===== config.mk =====
export PLATFORM = sky130hd
export DESIGN_NAME = data_memory_responder
export DESIGN_NICKNAME = d
export VERILOG_FILES = /design/src/rtl/cpu_pkg.sv /design/src/rtl/latency_counter.sv /design/src/rtl/data_memory_responder.sv
export SDC_FILE = /design/constraint.sdc
export NUM_CORES = 2
export LEC_CHECK = 0
export ABC_CLOCK_PERIOD_IN_PS = 4300
export CAP_MARGIN = 20
export CORE_AREA = 2 2 258 514
export CTS_CLUSTER_DIAMETER = 80
export CTS_CLUSTER_SIZE = 20
export DETAILED_ROUTE_END_ITERATION = 7
export DIE_AREA = 0 0 260 516
export PLACE_DENSITY = 0.8
export SYNTH_ARGS = -nofsm -noshare
export SYNTH_HDL_FRONTEND = slang
export SYNTH_HIERARCHICAL = 1
export SYNTH_SLANG_ARGS = --single-unit
export TNS_END_PERCENT = 5

===== constraint.sdc =====
create_clock -name clock -period 4.3 [get_ports clock]
set_input_delay 1.29 -clock clock [delete_from_list [all_inputs] [get_ports clock]]
set_output_delay 1.29 -clock clock [all_outputs]
set_load 0.01 [all_outputs]

===== src/rtl/cpu_pkg.sv =====
// Shared types for the CPU data-memory responder.
// Holds the responder state encoding and the latency counter width.
package cpu_pkg;

  localparam int LATCNT_W = 4;

  typedef enum logic [1:0] {
    IDLE,
    BUSY,
    RESPOND
  } mem_state_t;

endpackage


===== src/rtl/latency_counter.sv =====
// Loadable down-counter with a zero flag.
// Saturates at zero instead of wrapping.
module latency_counter
  import cpu_pkg::*;
(
  input  logic                clock,
  input  logic                reset,
  input  logic                load,
  input  logic                enable,
  input  logic [LATCNT_W-1:0] value,
  output logic                zero
);

  logic [LATCNT_W-1:0] count;

  always_ff @(posedge clock) begin
    if (reset) begin
      count <= '0;
    end else if (load) begin
      count <= value;
    end else if (enable && (count != '0)) begin
      count <= count - 1'b1;
    end
  end

  assign zero = (count == '0);

endmodule


===== src/rtl/data_memory_responder.sv =====
// Data-port responder: one request at a time, fixed latency,
// internal synchronous RAM, one-cycle response and stall line.
module data_memory_responder
  import cpu_pkg::*;
#(
  parameter int WIDTH     = 8,
  parameter int ADDRWIDTH = 8,
  parameter int LATENCY   = 2
) (
  input  logic                 clock,
  input  logic                 reset,
  input  logic                 reqValid,
  input  logic                 reqWrite,
  input  logic [ADDRWIDTH-1:0] reqAddress,
  input  logic [WIDTH-1:0]     reqData,
  output logic                 reqReady,
  output logic                 respValid,
  output logic [WIDTH-1:0]     respData,
  output logic                 stall
);

  localparam int DEPTH = 1 << ADDRWIDTH;
  localparam bit SHORT = (LATENCY == 1);
  localparam logic [LATCNT_W-1:0] LOAD_VAL =
    LATCNT_W'((LATENCY > 1) ? LATENCY - 2 : 0);

  mem_state_t state, next_state;

  logic                 lat_write;
  logic [ADDRWIDTH-1:0] lat_addr;
  logic [WIDTH-1:0]     lat_data;

  logic                 op_write;
  logic [ADDRWIDTH-1:0] op_addr;
  logic [WIDTH-1:0]     op_data;

  logic accept, cnt_load, cnt_en, cnt_zero, finish;

  logic [WIDTH-1:0] ram [DEPTH];

  latency_counter u_cnt (
    .clock  (clock),
    .reset  (reset),
    .load   (cnt_load),
    .enable (cnt_en),
    .value  (LOAD_VAL),
    .zero   (cnt_zero)
  );

  always_comb begin
    next_state = state;
    reqReady   = 1'b0;
    respValid  = 1'b0;
    stall      = 1'b0;
    accept     = 1'b0;
    cnt_load   = 1'b0;
    cnt_en     = 1'b0;
    unique case (state)
      IDLE: begin
        reqReady = 1'b1;
        if (reqValid) begin
          accept     = 1'b1;
          cnt_load   = 1'b1;
          next_state = SHORT ? RESPOND : BUSY;
        end
      end
      BUSY: begin
        stall  = 1'b1;
        cnt_en = 1'b1;
        if (cnt_zero) next_state = RESPOND;
      end
      RESPOND: begin
        stall      = 1'b1;
        respValid  = 1'b1;
        next_state = IDLE;
      end
      default: next_state = IDLE;
    endcase
  end

  // With single-cycle latency the request is serviced straight from the inputs
  assign op_write = (state == IDLE) ? reqWrite   : lat_write;
  assign op_addr  = (state == IDLE) ? reqAddress : lat_addr;
  assign op_data  = (state == IDLE) ? reqData    : lat_data;
  assign finish   = !reset && (next_state == RESPOND)
                  && (state != RESPOND);

  always_ff @(posedge clock) begin
    if (reset) begin
      state     <= IDLE;
      lat_write <= 1'b0;
      lat_addr  <= '0;
      lat_data  <= '0;
      respData  <= '0;
    end else begin
      state <= next_state;
      if (accept) begin
        lat_write <= reqWrite;
        lat_addr  <= reqAddress;
        lat_data  <= reqData;
      end
      if (finish) begin
        respData <= op_write ? op_data : ram[op_addr];
      end
    end
  end

  always_ff @(posedge clock) begin
    if (finish && op_write) begin
      ram[op_addr] <= op_data;
    end
  end

endmodule


==> results <==
- The run finished, with violations left.
- The final reports fail on DRC.
- The cell repeated most along the worst path is sky130_fd_sc_hd__buf_12.
- Power spread over the standard cell area amounts to 440 nW/um^2.
- The clock tree synthesis step divided the H-tree into 3 levels.
- The total area inside the core boundary comes to 130000 sq um.
- Cells with a size suffix above 1 make up 21.1% of the layout.
- The final critical path takes up 100% of the cycle.
- By area the synthesized netlist is led by sky130_fd_sc_hd__edfxtp_1 (75%), sky130_fd_sc_hd__mux4_2 (5.9%), sky130_fd_sc_hd__nand2_1 (5.6%), sky130_fd_sc_hd__nand3_1 (3.0%), sky130_fd_sc_hd__nor2_1 (1.4%).
- The largest net degree at the start of global routing is 145.
- In the synthesized netlist, the number of instances is 5303.
- VDD sags by at most 466 uV.
- Clock-pin slew was measured on the worst setup and hold paths at 80 ps.
- After detailed routing, the average wire length per cell comes to 32.6 um.
- The largest clock skew in the final design is 41.1 ps.
- The synthesized area per cell is 15.4 sq um.
- Counting flops and latches in the post-synthesis netlist gives 2079.
- The detailed-route DRC error count is 34.
- The category of the worst setup path launch point is an input pin.
- The worst hold path belongs to the class flip-flop to flip-flop.
- The worst hold path terminates at lat_write.
- In this run the deepest clock path goes through 3 buffers.
- The first global-routing pass estimated 359 mm of wire.
- For the pin with the worst max-slew slack, the measured transition is 1280 ps.
- The minimum setup slack among reg-to-reg paths is 20 ps.
- The clock tree root buffer cell is sky130_fd_sc_hd__clkbuf_16.
- Global routing consumed, over all layers together, 38.3% of the routing resources.
- The buffers inserted during post-CTS setup optimization is 0.
- In this run the core area contains 187 standard-cell rows.
- The clock sink count is 2079.
- In this run the tightest slew margin relative to its limit is 14.6%.
- Setup repair after global routing left no endpoint under its margin.
- STA classifies the critical path endpoint as a flip-flop.
- The number of unique standard cell types used by synthesis is 69.
- The worst-case reg-to-reg path depth is 12.
- The routed design has 254 mm of wire.
- In the layout the commonest cells are sky130_fd_sc_hd__edfxtp_1 (2048), sky130_fd_sc_hd__nand2_1 (1214), sky130_fd_sc_hd__buf_4 (778), sky130_fd_sc_hd__nand3_1 (497), sky130_fd_sc_hd__nor2_1 (298).
- The number of warning messages in the yosys log is 6.
- The core occupancy in the finished layout is 72.5%.
- Before antenna repair, the detailed router went through 8 iterations.
- The worst path needs 4300 ps of the cycle, external delays included.
- Summing internal, switching and leakage power gives 41.4 mW.
- The hold path depth is 2.
- The highest fanout seen on the critical path is 15.
- The number of max-cap violations is 0.
- In the routed layout, each cell is associated on average with a via count of 6.80.
- In this run the static leakage power is 31.7 nW.
- The remaining global-route overflow is 0.
- From synthesis to final layout, the design area changed by 15.4%.
- The number of failing setup endpoints in the final timing report is 0.
- The x dimension of the die is 260 um.
- In this run, CTS created clock tree buffers numbering 113.
- Detailed placement ended at an HPWL of 171 mm.
- The number of global-route vias before repair is 52506.
- The final number of hold-violating endpoints is 0.
- The data required time of the critical path is 5020 ps.
- For this block, the initial DRC count from the detailed router was 8429.
- The share of the Yosys chip area taken by registers is 76.2%.
- The starting density of the core is 62.8%.
- Summed over its instances, the top area cell type makes up 75.4% of the synthesized netlist area.
- Based on the critical path, the design can be clocked at up to 0.233 GHz.
- The full die area is 134000 sq um.
- The worst hold path begins at lat_write.
- The global placement routability congestion is 0.997.
- In this run, synthesis inferred 2048 flip-flops with an integrated enable.
- TritonCTS built the clock tree.
- Measured along the y axis, the die boundary spans 516 um.
- The terminus of the critical flop-to-flop path is respData[2].
- Of all cell types, the one taking the most synthesized area is sky130_fd_sc_hd__edfxtp_1.
- In this run the count of I/O pins placed on the die edge is 31.
- The type of the worst setup path is input pin to flip-flop.
- The signal arrival time at the worst endpoint is 5020 ps.
- The total number of vias is 53023.
- The initial antenna violation count was 20.
- After synthesis, the share of flip-flops with an asynchronous set or reset is 0%.
- The count of input and output buffers is 30.
- In the synthesized netlist the dominant register cell turns out to be sky130_fd_sc_hd__edfxtp_1.
- The clock latency on the worst-skew pair is 820 ps.
- The cell area after synthesis is 81600 sq um.
- The most common library cell in the layout ignoring fill and taps is sky130_fd_sc_hd__edfxtp_1.
- The number of nets at the end of the flow is 6041.
- The worst register-to-register path begins at state[0].
- The critical-path cell with the highest stage delay is sky130_fd_sc_hd__clkdlybuf4s50_1.
- The number of antenna-violating nets in the routed design is 0.
- The largest single stage delay on the critical path is 520 ps.
- The final-report max-slew violation count is 0.
- The signal on the critical path passes through clkdlybuf4s50_1 > mux2i_4 > buf_12 > buf_12 > mux4_2 > a22o_1 > a221oi_1 > buf_4 > a31oi_1 > nor4_1 > nand4_1 > a32o_1.
## synthesized netlist by cell type (14+ instances only)
| cell | number |
|---|---|
| sky130_fd_sc_hd__buf_2 | 123 |
| sky130_fd_sc_hd__clkbuf_1 | 106 |
| sky130_fd_sc_hd__dfxtp_1 | 31 |
| sky130_fd_sc_hd__nand3_1 | 497 |
| sky130_fd_sc_hd__nand4_1 | 128 |
| sky130_fd_sc_hd__buf_1 | 64 |
| sky130_fd_sc_hd__a31oi_1 | 116 |
| sky130_fd_sc_hd__nor2_1 | 304 |
| sky130_fd_sc_hd__mux2i_1 | 44 |
| sky130_fd_sc_hd__a221oi_1 | 19 |
| sky130_fd_sc_hd__a21oi_1 | 39 |
| sky130_fd_sc_hd__edfxtp_1 | 2048 |
| sky130_fd_sc_hd__mux2_2 | 14 |
| sky130_fd_sc_hd__buf_6 | 20 |
| sky130_fd_sc_hd__a311oi_1 | 45 |
| sky130_fd_sc_hd__a22oi_1 | 62 |
| sky130_fd_sc_hd__mux4_2 | 213 |
| sky130_fd_sc_hd__nand2_1 | 1214 |
| sky130_fd_sc_hd__and3_1 | 14 |
| sky130_fd_sc_hd__a22o_1 | 23 |
## flip-flops by register name, indices dropped and copies added (netlist names)
signal	flops
ram	2048
lat_addr	8
lat_data	8
respData	8
u_cnt/count	4
state	2
lat_write	1
## worst max path at each step
stage | from | endpoint | slack [ps] | depth (start not counted)
6_report | reqAddress[0] | respData[4] | 0.3 | 12
5_1_grt | reqAddress[0] | respData[4] | 20 | 12
4_1_cts | reqAddress[0] | respData[2] | 60 | 11
3_5_place_dp | reqAddress[0] | respData[4] | -780 | 11
3_3_place_gp | reqAddress[0] | respData[4] | -760 | 12
2_1_floorplan | state[0] | ram[0][0] | 410 | 7
## timing repair
action                     CTS  global route
setup endpoints to repair    2             3
hold buffers                 0             0
gates cloned                 0             0
gates resized for setup      2             4
## area by class of cell
class | instances | area (sq um)
well taps | 1701 | 2130
repair buffers | 923 | 8410
diodes | 9 | 22.5
clock buffers | 176 | 3110
multi-input cells | 2892 | 18200
clock inverters | 5 | 73.8
inverters | 8 | 30.0
fillers | 7402 | 35700
flip-flops and latches | 2079 | 62100
## cells by family (layout without fill, tap and decap cells)
kind of cell,count (synthesis),in the layout,share of synthesized area [%]
buf+inv,335,1112,1.99
flops,2079,2079,76.2
other cells,1,13,0.00460
fa+ha+maj,4,4,0.0614
simple gates,2225,2225,11.7
mux,272,272,6.63
compound gates,387,387,3.46
## layer usage
layer,GRT usage [%],vias to the layer above,wire (um)
li1,-,21548,-
met1,40.6,26121,73000
met2,62.9,4163,124000
met3,9.40,1175,27400
met4,34.7,16,28900
met5,0,-,101
## worst max-delay path, delay by kind of cell
family	cells	cell delay [ps]
simple gates	2	430
compound gates	4	1230
mux	2	900
buf+inv	4	1130
## where the power goes
part | switching [mW] | internal, mW | total (mW)
registers | 0.0467 | 22.9 | 23.0
clock network | 6.19 | 4.97 | 11.2
logic | 4.81 | 2.50 | 7.31
total | 11.0 | 30.4 | 41.4
## per-stage QoR
stage / instance area (sq um) / TNS, ps / hold slack (ps) / setup WS [ps] / cells
5_1_grt: 94100 / 0 / 484 / 15.3 / 7789
2_1_floorplan: 81600 / 0 / 434 / 415 / 5306
6_report: 94100 / 0 / 470 / 0.302 / 7793
3_3_place_gp: 90900 / -9770 / 438 / -765 / 7602
3_5_place_dp: 90900 / -12630 / 458 / -775 / 7602
4_1_cts: 94100 / 0 / 470 / 64.1 / 7783
Power figures use the tool's default switching activity.
